==> src/rtl/sevenseg_pkg.sv <==
// Shared types, glyph constants and the nibble-to-segment decoder for the
// multiplexed seven-segment display driver.
package sevenseg_pkg;

  localparam int unsigned MAX_DIGITS = 5;
  localparam int unsigned BCD_W      = 4 * MAX_DIGITS;

  localparam logic [6:0] SEG_BLANK = 7'h00;
  localparam logic [6:0] SEG_DASH  = 7'h40;

  typedef enum logic [1:0] {
    ST_IDLE    = 2'd0,
    ST_CONVERT = 2'd1,
    ST_COMMIT  = 2'd2
  } state_e;

  // Active-high segments, bit 0 = a .. bit 6 = g
  function automatic logic [6:0] nibble_to_seg(input logic [3:0] nib);
    logic [6:0] s;
    case (nib)
      4'h0:    s = 7'h3F;
      4'h1:    s = 7'h06;
      4'h2:    s = 7'h5B;
      4'h3:    s = 7'h4F;
      4'h4:    s = 7'h66;
      4'h5:    s = 7'h6D;
      4'h6:    s = 7'h7D;
      4'h7:    s = 7'h07;
      4'h8:    s = 7'h7F;
      4'h9:    s = 7'h6F;
      4'hA:    s = 7'h77;
      4'hB:    s = 7'h7C;
      4'hC:    s = 7'h39;
      4'hD:    s = 7'h5E;
      4'hE:    s = 7'h79;
      default: s = 7'h71;
    endcase
    return s;
  endfunction

endpackage

==> src/rtl/bin2bcd_seq.sv <==
// Iterative double-dabble converter: one add-3/shift step per clock, WIDTH
// steps after start_i. done_c flags the cycle performing the final step.
module bin2bcd_seq
  import sevenseg_pkg::*;
#(
  parameter int unsigned WIDTH = 8
) (
  input  logic             clk,
  input  logic             rst,
  input  logic             start_i,
  input  logic [WIDTH-1:0] bin_i,
  output logic             done_c,
  output logic [BCD_W-1:0] bcd_o
);

  localparam int unsigned CNT_W = $clog2(WIDTH);

  logic [WIDTH-1:0] bin_q, bin_d;
  logic [BCD_W-1:0] bcd_q, bcd_d, adj;
  logic [CNT_W-1:0] cnt_q, cnt_d;
  logic             run_q, run_d;

  always_comb begin
    adj = bcd_q;
    for (int i = 0; i < int'(MAX_DIGITS); i++) begin
      if (bcd_q[4*i +: 4] >= 4'd5) adj[4*i +: 4] = bcd_q[4*i +: 4] + 4'd3;
    end
    bin_d  = bin_q;
    bcd_d  = bcd_q;
    cnt_d  = cnt_q;
    run_d  = run_q;
    done_c = run_q && (cnt_q == CNT_W'(WIDTH - 1));
    if (start_i) begin
      bin_d = bin_i;
      bcd_d = '0;
      cnt_d = '0;
      run_d = 1'b1;
    end else if (run_q) begin
      {bcd_d, bin_d} = {adj, bin_q} << 1;
      cnt_d          = cnt_q + CNT_W'(1);
      if (done_c) run_d = 1'b0;
    end
  end

  always_ff @(posedge clk) begin
    if (rst) begin
      bin_q <= '0;
      bcd_q <= '0;
      cnt_q <= '0;
      run_q <= 1'b0;
    end else begin
      bin_q <= bin_d;
      bcd_q <= bcd_d;
      cnt_q <= cnt_d;
      run_q <= run_d;
    end
  end

  assign bcd_o = bcd_q;

endmodule

==> src/rtl/sevenseg_scan_driver.sv <==
// Multiplexed seven-segment driver: captures a binary value, converts it to
// decimal or hex digits and time-multiplexes them across DIGITS commons.
module sevenseg_scan_driver
  import sevenseg_pkg::*;
#(
  parameter int unsigned WIDTH       = 8,
  parameter int unsigned DIGITS      = 3,
  parameter int unsigned REFRESH_DIV = 1000
) (
  input  logic              clk,
  input  logic              rst,
  input  logic [WIDTH-1:0]  value,
  input  logic              load,
  input  logic              hex_mode,
  input  logic              blank_lz,
  output logic [6:0]        seg,
  output logic [DIGITS-1:0] digit_en,
  output logic              busy,
  output logic              overflow
);

  localparam int unsigned CNT_W = $clog2(REFRESH_DIV);
  localparam int unsigned IDX_W = (DIGITS > 1) ? $clog2(DIGITS) : 1;

  state_e                 state_q, state_d;
  logic                   req_q, accept, start, commit, conv_done;
  logic [WIDTH-1:0]       val_q;
  logic                   hex_q, blz_q;
  logic [BCD_W-1:0]       bcd, src;
  logic                   ovf_new, seen;
  logic [DIGITS-1:0]      blank_new, blank_q;
  logic [DIGITS-1:0][3:0] dig_q;
  logic                   ovf_q;
  logic [CNT_W-1:0]       refresh_q, refresh_d;
  logic [IDX_W-1:0]       idx_q, idx_d;
  logic [6:0]             seg_q, seg_d;
  logic [DIGITS-1:0]      en_q, en_d;
  logic                   busy_q;

  // A request is registered first; a second load is dropped until it drains
  assign accept = load && (state_q == ST_IDLE) && !req_q;

  bin2bcd_seq #(.WIDTH(WIDTH)) u_bin2bcd (
    .clk    (clk),
    .rst    (rst),
    .start_i(start),
    .bin_i  (val_q),
    .done_c (conv_done),
    .bcd_o  (bcd)
  );

  always_comb begin
    state_d = state_q;
    start   = 1'b0;
    commit  = 1'b0;
    case (state_q)
      ST_IDLE: begin
        if (req_q) begin
          state_d = hex_q ? ST_COMMIT : ST_CONVERT;
          start   = !hex_q;
        end
      end
      ST_CONVERT: if (conv_done) state_d = ST_COMMIT;
      ST_COMMIT: begin
        state_d = ST_IDLE;
        commit  = 1'b1;
      end
      default: state_d = ST_IDLE;
    endcase
  end

  // Digit source, overflow and leading-zero mask for the commit cycle
  always_comb begin
    src       = hex_q ? BCD_W'(val_q) : bcd;
    ovf_new   = 1'b0;
    seen      = 1'b0;
    blank_new = '0;
    for (int i = int'(DIGITS); i < int'(MAX_DIGITS); i++) begin
      if (src[4*i +: 4] != 4'd0) ovf_new = 1'b1;
    end
    for (int i = int'(DIGITS) - 1; i > 0; i--) begin
      seen         = seen | (src[4*i +: 4] != 4'd0);
      blank_new[i] = blz_q & !seen & !ovf_new;
    end
  end

  always_comb begin
    refresh_d = refresh_q + CNT_W'(1);
    idx_d     = idx_q;
    if (refresh_q == CNT_W'(REFRESH_DIV - 1)) begin
      refresh_d = '0;
      idx_d     = (idx_q == IDX_W'(DIGITS - 1)) ? '0 : idx_q + IDX_W'(1);
    end
    en_d        = '0;
    en_d[idx_q] = 1'b1;
    if (ovf_q)                seg_d = SEG_DASH;
    else if (blank_q[idx_q])  seg_d = SEG_BLANK;
    else                      seg_d = nibble_to_seg(dig_q[idx_q]);
  end

  always_ff @(posedge clk) begin
    if (rst) begin
      state_q   <= ST_IDLE;
      req_q     <= 1'b0;
      val_q     <= '0;
      hex_q     <= 1'b0;
      blz_q     <= 1'b0;
      dig_q     <= '0;
      blank_q   <= '0;
      ovf_q     <= 1'b0;
      refresh_q <= '0;
      idx_q     <= '0;
      seg_q     <= '0;
      en_q      <= '0;
      busy_q    <= 1'b0;
    end else begin
      state_q <= state_d;
      req_q   <= accept;
      if (accept) begin
        val_q <= value;
        hex_q <= hex_mode;
        blz_q <= blank_lz;
      end
      if (commit) begin
        dig_q   <= src[4*DIGITS-1:0];
        blank_q <= blank_new;
        ovf_q   <= ovf_new;
      end
      refresh_q <= refresh_d;
      idx_q     <= idx_d;
      seg_q     <= seg_d;
      en_q      <= en_d;
      busy_q    <= (state_d != ST_IDLE);
    end
  end

  assign seg      = seg_q;
  assign digit_en = en_q;
  assign busy     = busy_q;
  assign overflow = ovf_q;

endmodule
==> config.mk <==
export PLATFORM = sky130hd
export DESIGN_NAME = sevenseg_scan_driver
export DESIGN_NICKNAME = d
export VERILOG_FILES = /design/src/rtl/sevenseg_pkg.sv /design/src/rtl/bin2bcd_seq.sv /design/src/rtl/sevenseg_scan_driver.sv
export SDC_FILE = /design/constraint.sdc
export NUM_CORES = 1
export LEC_CHECK = 0
export CAP_MARGIN = 20
export CORE_MARGIN = 5
export CORE_UTILIZATION = 48
export DETAILED_ROUTE_END_ITERATION = 8
export PLACE_DENSITY = 0.76
export SLEW_MARGIN = 10
export SYNTH_ARGS = -nofsm -noshare
export SYNTH_HDL_FRONTEND = slang
export SYNTH_SLANG_ARGS = --single-unit
==> constraint.sdc <==
create_clock -name clk -period 3.3 [get_ports clk]
set_input_delay 0.99 -clock clk [delete_from_list [all_inputs] [get_ports clk]]
set_output_delay 0.99 -clock clk [all_outputs]
set_load 0.01 [all_outputs]
* After elaboration in Yosys (flattened, before gate mapping)
Memory sizes are Yosys's and may differ from the RTL's.
Cells that the tools add are included.
** Cells by class
- Add/subtract/negate cells :: 8
- Multipliers :: 0
- Divide/modulo/power cells :: 0
- Order comparisons :: 7
- Eq/ne operators :: 5
- Shift operators :: 0
- Multiplexer cells :: 29
- Bitwise logic cells :: 5
- Reductions and logical operators :: 19
** Operator list (number)
- greater-or-equal comparator 4 x 3 -> 1 bit, second input constant :: 5
- two-way mux 20 bit :: 1
- two-way mux 4 bit :: 5
- adder 4 x 2 -> 4 bit, second input constant :: 4
- two-way mux 8 bit :: 2
- nonzero test 4 bit :: 4
- two-way mux 7 bit :: 2
- adder 10 x 1 -> 10 bit, second input constant :: 1
- == test 10 bit, second input constant :: 1
- two-way mux 1 bit :: 10
- binary-select mux 4 bit (select 2 bit) :: 1
- two-way mux 2 bit :: 4
- logical NOT 1 bit :: 5
- AND 1 bit :: 4
- == test 2 bit, second input constant :: 2
- logical AND 1 bit :: 4
- case mux 2 bit (2 select lines) :: 1
- nonzero test 2 bit :: 2
- OR reduction 2 bit :: 2
- adder 3 x 1 -> 3 bit, second input constant :: 1
- adder 3 x 2 -> 3 bit, second input constant :: 1
- == test 3 bit, second input constant :: 1
- < comparator 2 x 3 -> 1 bit, second input constant :: 1
- two-way mux 3 bit :: 1
- 8 further kinds :: 8
** Word-level totals
- Register bits after elaboration :: 83
- Bits in latches :: 0
- Memory bits (writable) :: 0
- Memory bits (read-only) :: 112
- Input port bits :: 13
- Output and inout port bits :: 12
- Memories :: 1
** Memory list
- (no name shown) :: depth 16, bits a word 7, rd ports 1, clocked after memory_dff 0, write ports 0, RTL line sevenseg_pkg.sv:20 : case (nib)

* Logic depth before layout (Yosys ltp)
Gate-level depths: netlist of the first run.
- Depth after elaboration :: 6
- Mapped depth :: 10
- Depth with buffers taken out :: 9

* Hierarchy
Synthesis of the first run repeated with hierarchy kept, for this count alone.
** Second synthesis, totals
- Cell total of the unflattened synthesis :: 479
- Area total of the unflattened synthesis :: 4209.0 um^2
** By module, submodules not included
- sevenseg_scan_driver :: times used 1, cells an instance 259, area each 2318.5 um^2
- bin2bcd_seq :: times used 1, cells an instance 220, area each 1890.6 um^2

* Worst setup path after synthesis of the first run
OpenSTA, ideal clock, no wires.
- Path kind :: input-to-reg
- From :: in rst
- To :: reg dig_q[0] in the netlist's numbering
- Library setup time :: 0.139 ns
- Arrival time :: 1.881 ns
- Required time :: 3.161 ns
- Setup slack :: 1.280 ns
- Stages :: 4
- Cell sequence :: clkbuf_1 -> buf_1 -> buf_1 -> a211oi_1
** RTL lines
- start: declaration :: RTL line sevenseg_scan_driver.sv:11 : input logic rst,
- end signal: assignment :: RTL line sevenseg_scan_driver.sv:125 : dig_q <= src[4*DIGITS-1:0];
- end: declaration :: RTL line sevenseg_scan_driver.sv:32 : logic [DIGITS-1:0][3:0] dig_q;
No word-level cell between the ends.

* Worst setup path in the final report of the first run
- From :: reg idx_q[1]
- To :: reg seg_q[0] (netlist: seg[0])
** Between the ends
- Word-level cells in the longest chain between the ends :: 3
- Elaborated cells on any way between the ends :: 6
- Those cells by class :: mux (4); reduce/logical (1); memory (1)
** Ends and longest elaborated chain
- start: declaration :: RTL line sevenseg_scan_driver.sv:35 : logic [IDX_W-1:0] idx_q, idx_d;
- start signal: assignment :: RTL line sevenseg_scan_driver.sv:130 : idx_q <= idx_d;
- binary-select mux 4 bit (select 2 bit) or binary-select mux 1 bit (select 2 bit) (tied branches) :: RTL line sevenseg_scan_driver.sv:98, sevenseg_scan_driver.sv:97
- two-way mux 4 bit (implied by the code) or two-way mux 1 bit (tied branches) :: RTL line sevenseg_scan_driver.sv:98, sevenseg_scan_driver.sv:97
- memory read (16 x 7 bit) or OR reduction 3 bit (tied branches)
- end signal: assignment :: RTL line sevenseg_scan_driver.sv:131 : seg_q <= seg_d;
- end: declaration :: RTL line sevenseg_scan_driver.sv:36 : logic [6:0] seg_q, seg_d;
Parallel ways exist; a longest one is shown, timed or not. The select of a mux whose other input is x is not followed.
A chain may end at the register's enable or synchronous reset.

==> metrics.csv, run 1 <==
stage,metric,value,unit
clock_network,CTS tree,built,
power_and_ir_drop,P_leak,1.65,nW
setup_path,total stage count of the critical path,6,
sta,Max Freq,418,MHz
logic_synthesis,net count after synthesis,469,
layout,# nets final,488,
layout,fill cell count,734,
clock_network,post-CTS setup buffer count,0,
floorplanning,Initial Util,48.4,%
power_and_ir_drop,pwr/cell area,471,mW/mm2
setup_path,max incr delay on CP,0.64,ns
logic_synthesis,"Avg Cell Area, Syn",8.98,um2
clock_network,CTS resizes,0,
route,Remaining DRCs,0,
route,drt total wl,7.45,mm
floorplanning,std cell rows,33,
setup_path,crit end category,flip-flop,
clock_network,clock sink count,83,
run_status,status,finished clean,
floorplanning,Chip Height,100,um
sta,Max Slew Vio Count,0,
placed_design,detailed placement HPWL,5.37,mm
setup_path,crit path launch type,flip-flop,
logic_synthesis,Synth Cell Area,0.00392,mm2
route,Routed Antenna Nets,0,
logic_synthesis,Synth Instances,436,
route,WL/cell,13.2,um
layout,footprint of the multi-input gates,0.00210,mm2
sta,RSZ-0062 raised after global routing,false,
job,Max Cap Viol,0,
route,Vias,3044,
clock_network,Root Buffer,clkbuf_8,
logic_synthesis,main flop type after synthesis,dfxtp_1,
logic_synthesis,Post-synth EDFFs,0,
clock_network,hold_buf cts,0,
logic_synthesis,share of async-settable or async-resettable flops after synthesis,0,%
min_path,worst hold path cell count,1,
clock_network,clk_lat worst skew,0.35,ns
global_routing,grt ovf,0,
sta,Worst Skew,0.00715,ns
sta,Slew HR,42.7,%
clock_network,CTS buffer count,9,
global_routing,largest net degree at the start of global routing,35,
logic_synthesis,yosys warns,0,
logic_synthesis,Seq cells post-synth,83,
floorplanning,Die Width,100,um
setup_path,crit path cell chain,nor2b_2 -> o2bb2ai_1 -> inv_1 -> ha_1 -> or3_1 -> a21oi_1,
global_routing,first-pass GRT wire length,13.1,mm
route,starting DRC count in detailed routing,135,
sta,"Hold Violations, Final",0,
setup_path,Critical Path AT,2.68,ns
global_routing,vias in the first global route,2902,
setup_path,Crit Path Max Fanout,12,
layout,"commonest non-fill, non-tap cell in the layout",dfxtp_1,
sta,Tightest Pin Transition,0.858,ns
global_routing,total track usage,15.8,%
setup_path,CP Class,flip-flop to flip-flop,
placed_design,port bufs,24,
setup_path,worst reg-to-reg path cell count,6,
layout,area grow syn2layout,14.6,%
sta,Final TNS setup,0,ns
clock_network,H-tree depth,3,
floorplanning,Die ar.,0.0101,mm2
setup_path,cell family with most CP delay,simple AND/OR/NAND/NOR gates,
global_routing,initial antenna violation count,0,
setup_path,Buf/Inv on CP,1,
layout,register area,0.00166,mm2
logic_synthesis,Synth cell types,49,
logic_synthesis,sequential fraction of the synthesis area,42.4,%
layout,layout cells sized above 1,6.96,%
floorplanning,total I/O pin count,25,
setup_path,Slowest cell on crit path,dfxtp_1,
layout,most frequent cells in the layout,"dfxtp_1, nand2_1, nor2_1, a21oi_1, mux2i_1",
clock_network,CTS max path bufs,2,
route,via-per-instance ratio,5.39,
setup_path,Worst Path Required,3.59,ns
floorplanning,core box area,0.00809,mm2
clock_network,clock-pin slew on the worst setup and hold paths,0.09,ns
sta,period utilization,72.5,%
sta,minimum clock period,2.39,ns
min_path,Hold WC Path Type,flip-flop to flip-flop,
placed_design,gp weighted congestion,0.858,
route,DR pass1 iterations,4,
power_and_ir_drop,Worst VDD drop,261,uV
layout,Antenna diodes,0,
sta,final hold slack,0.453,ns
sta,final setup fails,0,
## area by class of cell
class                      count  share of cell area, %
clock inverter                 5                   2.40
timing repair buffer          31                   6.52
inverter                      14                   1.17
multi-input combinational    316                   46.8
clock buffer                  11                   3.15
tap                          105                   2.93
sequential                    83                   37.0
## flip-flops by register name, indices dropped and copies added, names as in the netlist
| register | count |
|---|---|
| req_q | 1 |
| hex_q | 1 |
| idx_q | 2 |
| state_q | 2 |
| u_bin2bcd.run_q | 1 |
| u_bin2bcd.bcd_o | 20 |
| refresh_q | 10 |
| seg | 7 |
| overflow | 1 |
| u_bin2bcd.cnt_q | 3 |
| blank_q | 2 |
| digit_en | 3 |
| val_q | 8 |
| blz_q | 1 |
| dig_q | 12 |
| u_bin2bcd.bin_q | 8 |
| busy | 1 |
## report_power, final
part | internal [W] | switching, W | leakage, nW
sequential | 0.00103 | 0.0000286 | 0.675
combinational | 0.0000761 | 0.0000817 | 0.851
clock | 0.000528 | 0.000369 | 0.124
total | 0.00164 | 0.000479 | 1.65
## cell families (layout without fill, tap and decap cells)
family	Yosys count	count (layout)	share of synthesized area [%]
AO/OA/AOI/OAI	94	94	16.2
XOR/XNOR	16	16	3.58
adder cells (fa/ha/maj)	20	20	6.39
buffers and inverters	37	61	3.90
flip-flops	83	83	42.4
multiplexers	31	31	8.24
AND/OR/NAND/NOR	155	155	19.2
## path summary, 6_finish.rpt
kind         slack, ns         start           end
max reg2reg       0.91      idx_q[1]        seg[0]
max               0.91      idx_q[1]        seg[0]
min               0.45  refresh_q[0]  refresh_q[0]
min reg2reg       0.45  refresh_q[0]  refresh_q[0]
## through the flow
step                      instances  setup WS (ns)  cell area, um2  total power [W]  utilization (%)
after global routing            565          0.751            4490          0.00220             55.5
final                           565          0.909            4490          0.00212             55.5
after CTS                       565          0.914            4490          0.00213             55.5
after global placement          549          0.848            4240          0.00124             52.4
after floorplan                 436           1.28            3920          0.00119                -
after detailed placement        549          0.816            4240          0.00124             52.4
## synthesized netlist by cell type, drive strengths merged, types with 6 or more instances
| cell | n | area, um2 |
|---|---|---|
| a211oi | 17 | 128 |
| a21oi | 39 | 195 |
| buf | 12 | 58.8 |
| clkbuf | 11 | 41.3 |
| dfxtp | 83 | 1660 |
| ha | 20 | 250 |
| inv | 14 | 52.6 |
| mux2i | 31 | 323 |
| nand2 | 46 | 173 |
| nand2b | 16 | 100 |
| nand3 | 13 | 70.1 |
| nor2 | 44 | 165 |
| nor3 | 6 | 30.0 |
| o21ai | 13 | 65.1 |
| xnor2 | 13 | 114 |
## worst register-to-register path, cell delays in order (launching register included)
cell and delay, ns:
dfxtp_1 0.64, nor2b_2 0.45, o2bb2ai_1 0.29, inv_1 0.18, ha_1 0.26, or3_1 0.37
a21oi_1 0.14
## per-layer routing
metal	global-route usage [%]	share of wire (%)	vias to the layer above
li1	-	-	1558
met1	19.6	45	1425
met2	27.1	49	53
met3	3.75	4.0	8
met4	5.18	1.5	0
met5	0	0	-
Power figures use the tool's default switching activity.
==> run 2: changes to the inputs <==
- PLACE_DENSITY: 0.76 -> 0.78
- clock period: 3.3 -> 2.1 ns (I/O delays scaled with it)
==> metrics.csv, run 2 (synthesis results as in run 1) <==
stage,metric,value,unit,change
run_status,status,finished clean,,
setup_path,max incr delay on CP,0.57,ns,-0.07 ns
floorplanning,Initial Util,48.4,%,unchanged
setup_path,crit end category,output pin,,
clock_network,H-tree depth,3,,unchanged
setup_path,Worst Setup SP,overflow,,
sta,final setup fails,0,,unchanged
floorplanning,Die ar.,0.0101,mm2,unchanged
sta,Slew HR,65.9,%,+23 points
setup_path,cell family with most CP delay,buffers and inverters,,
power_and_ir_drop,Sw Pwr,0.000779,W,+62%
floorplanning,Chip Height,100,um,unchanged
global_routing,largest net degree at the start of global routing,46,,+31%
power_and_ir_drop,switching share of power,26.2,%,+3.6 points
clock_network,CTS max path bufs,2,,unchanged
setup_path,Slowest cell on crit path,clkdlybuf4s50_1,,
floorplanning,Die Width,100,um,unchanged
sta,Final WS setup,0.127,ns,-0.783 ns
setup_path,Worst Path Required,1.47,ns,-2.12 ns
global_routing,vias in the first global route,2978,,+2.6%
layout,layout cells sized above 1,8.76,%,+1.8 points
setup_path,Buf/Inv on CP,1,,unchanged
power_and_ir_drop,P_int,0.00219,W,+34%
route,drt total wl,7.73,mm,+3.8%
sta,"Hold Violations, Final",0,,unchanged
job,Max Cap Viol,0,,unchanged
setup_path,worst setup path endpoint,overflow,,
layout,Antenna diodes,0,,unchanged
setup_path,crit path cell chain,clkdlybuf4s50_1,,
global_routing,total track usage,16.5,%,+0.66 points
power_and_ir_drop,pwr/cell area,661,mW/mm2,+40%
floorplanning,core box area,0.00809,mm2,unchanged
layout,fill cell count,728,,-0.82%
power_and_ir_drop,Tot Pwr,0.00297,W,+40%
sta,Worst Skew,0.0168,ns,+0.00964 ns
setup_path,CP Class,flip-flop to output pin,,
sta,Final TNS setup,0,ns,unchanged
route,Remaining DRCs,0,,unchanged
placed_design,port bufs,24,,unchanged
setup_path,R2R setup slack,0.23,ns,-0.68 ns
sta,Max Slew Vio Count,0,,unchanged
power_and_ir_drop,P_leak,1.65,nW,about the same
clock_network,CTS buffer count,9,,unchanged
layout,area grow syn2layout,14.7,%,about the same
layout,fin cells,573,,+1.4%
sta,Max Freq,507,MHz,
floorplanning,total I/O pin count,25,,unchanged
placed_design,Place WS,0.0860,ns,-0.730 ns
route,via-per-instance ratio,5.36,,-0.42%
setup_path,worst reg2reg path startpoint,idx_q[0],,
global_routing,first-pass GRT wire length,13.5,mm,+2.9%
layout,"commonest non-fill, non-tap cell in the layout",dfxtp_1,,
layout,footprint of the multi-input gates,0.00210,mm2,unchanged
setup_path,Critical Path AT,1.34,ns,-1.34 ns
route,starting DRC count in detailed routing,138,,+2.2%
power_and_ir_drop,Worst VDD drop,399,uV,+53%
layout,# nets final,496,,+1.6%
placed_design,gp weighted congestion,0.853,,-0.62%
placed_design,dpl cells,557,,+1.5%
placed_design,detailed placement HPWL,5.62,mm,+4.6%
sta,Tightest Pin Transition,0.511,ns,-0.347 ns
power_and_ir_drop,clock share of power,35.1,%,-7.3 points
layout,max reg flops,20,,unchanged
route,WL/cell,13.5,um,+2.3%
route,Vias,3074,,+0.99%
route,DR pass1 iterations,4,,unchanged
setup_path,reg-to-reg endpoint,seg[0],,
clock_network,clk_lat worst skew,0.36,ns,about the same
clock_network,CTS tree,built,,
sta,RSZ-0062 raised after global routing,false,,
sta,period utilization,94.0,%,
clock_network,hold_buf cts,0,,unchanged
clock_network,clock sink count,83,,unchanged
clock_network,clock-pin slew on the worst setup and hold paths,0.09,ns,about the same
setup_path,crit path launch type,flip-flop,,
global_routing,grt ovf,0,,unchanged
layout,register area,0.00166,mm2,about the same
layout,fin util,55.5,%,about the same
clock_network,Root Buffer,clkbuf_8,,
layout,most frequent cells in the layout,"dfxtp_1, nand2_1, nor2_1, a21oi_1, mux2i_1",,
setup_path,worst reg-to-reg path cell count,6,,unchanged
min_path,Hold WC Path Type,flip-flop to flip-flop,,
setup_path,Crit Path Max Fanout,4,,-8
sta,minimum clock period,1.97,ns,
global_routing,initial antenna violation count,0,,unchanged
setup_path,total stage count of the critical path,1,,-5
power_and_ir_drop,sequential share of power,55.9,%,+5.7 points
route,Routed Antenna Nets,0,,unchanged
floorplanning,std cell rows,33,,unchanged
power_and_ir_drop,Gate power share,9.0,%,+1.5 points
## run 2: cell type report
| class | count | share of cell area, % |
|---|---|---|
| Tap cell | 105 | 2.93 |
| Timing Repair Buffer | 39 | 8.14 |
| Sequential cell | 83 | 37.0 |
| Multi-Input combinational cell | 316 | 46.8 |
| Clock buffer | 10 | 2.84 |
| Clock inverter | 6 | 1.09 |
| Inverter | 14 | 1.17 |
## run 2: what timing repair did
item	in CTS	in global routing
gates resized for setup	0	1
endpoints found under the setup margin	0	3
buffers inserted	0	0
endpoints found under the hold margin	0	0
## run 2: metal layers
metal	GRT usage, %	up-vias	part of all wire, %
met4	8.29	0	2.5
met3	2.43	15	2.7
met1	20.7	1444	47
met5	0	-	0
met2	27.5	39	48
li1	-	1576	-
## run 2: worst min path at each step
stage                       startpoint      endpoint  depth (start not counted)
after CTS                    dig_q[11]     dig_q[11]                          2
final                        dig_q[11]     dig_q[11]                          2
after global placement    refresh_q[0]  refresh_q[0]                          1
after floorplan           refresh_q[0]  refresh_q[0]                          1
after detailed placement     dig_q[11]     dig_q[11]                          2
after global routing         dig_q[11]     dig_q[11]                          2
## run 2: stage by stage
stage | hold slack, ns | cell area, um2
4_1_cts | 0.465 | 4490
5_1_grt | 0.485 | 4490
6_report | 0.464 | 4490
3_3_place_gp | 0.438 | 4310
2_1_floorplan | 0.413 | 3920
3_5_place_dp | 0.453 | 4310
## run 2: power by group through the flow
stage               logic [W]  registers [W]  clock network, W
detailed placement   0.000269        0.00170                 0
floorplan            0.000172        0.00169                 0
finish               0.000268        0.00166           0.00104
global route         0.000296        0.00167           0.00114
CTS                  0.000270        0.00166           0.00107
global placement     0.000261        0.00169                 0
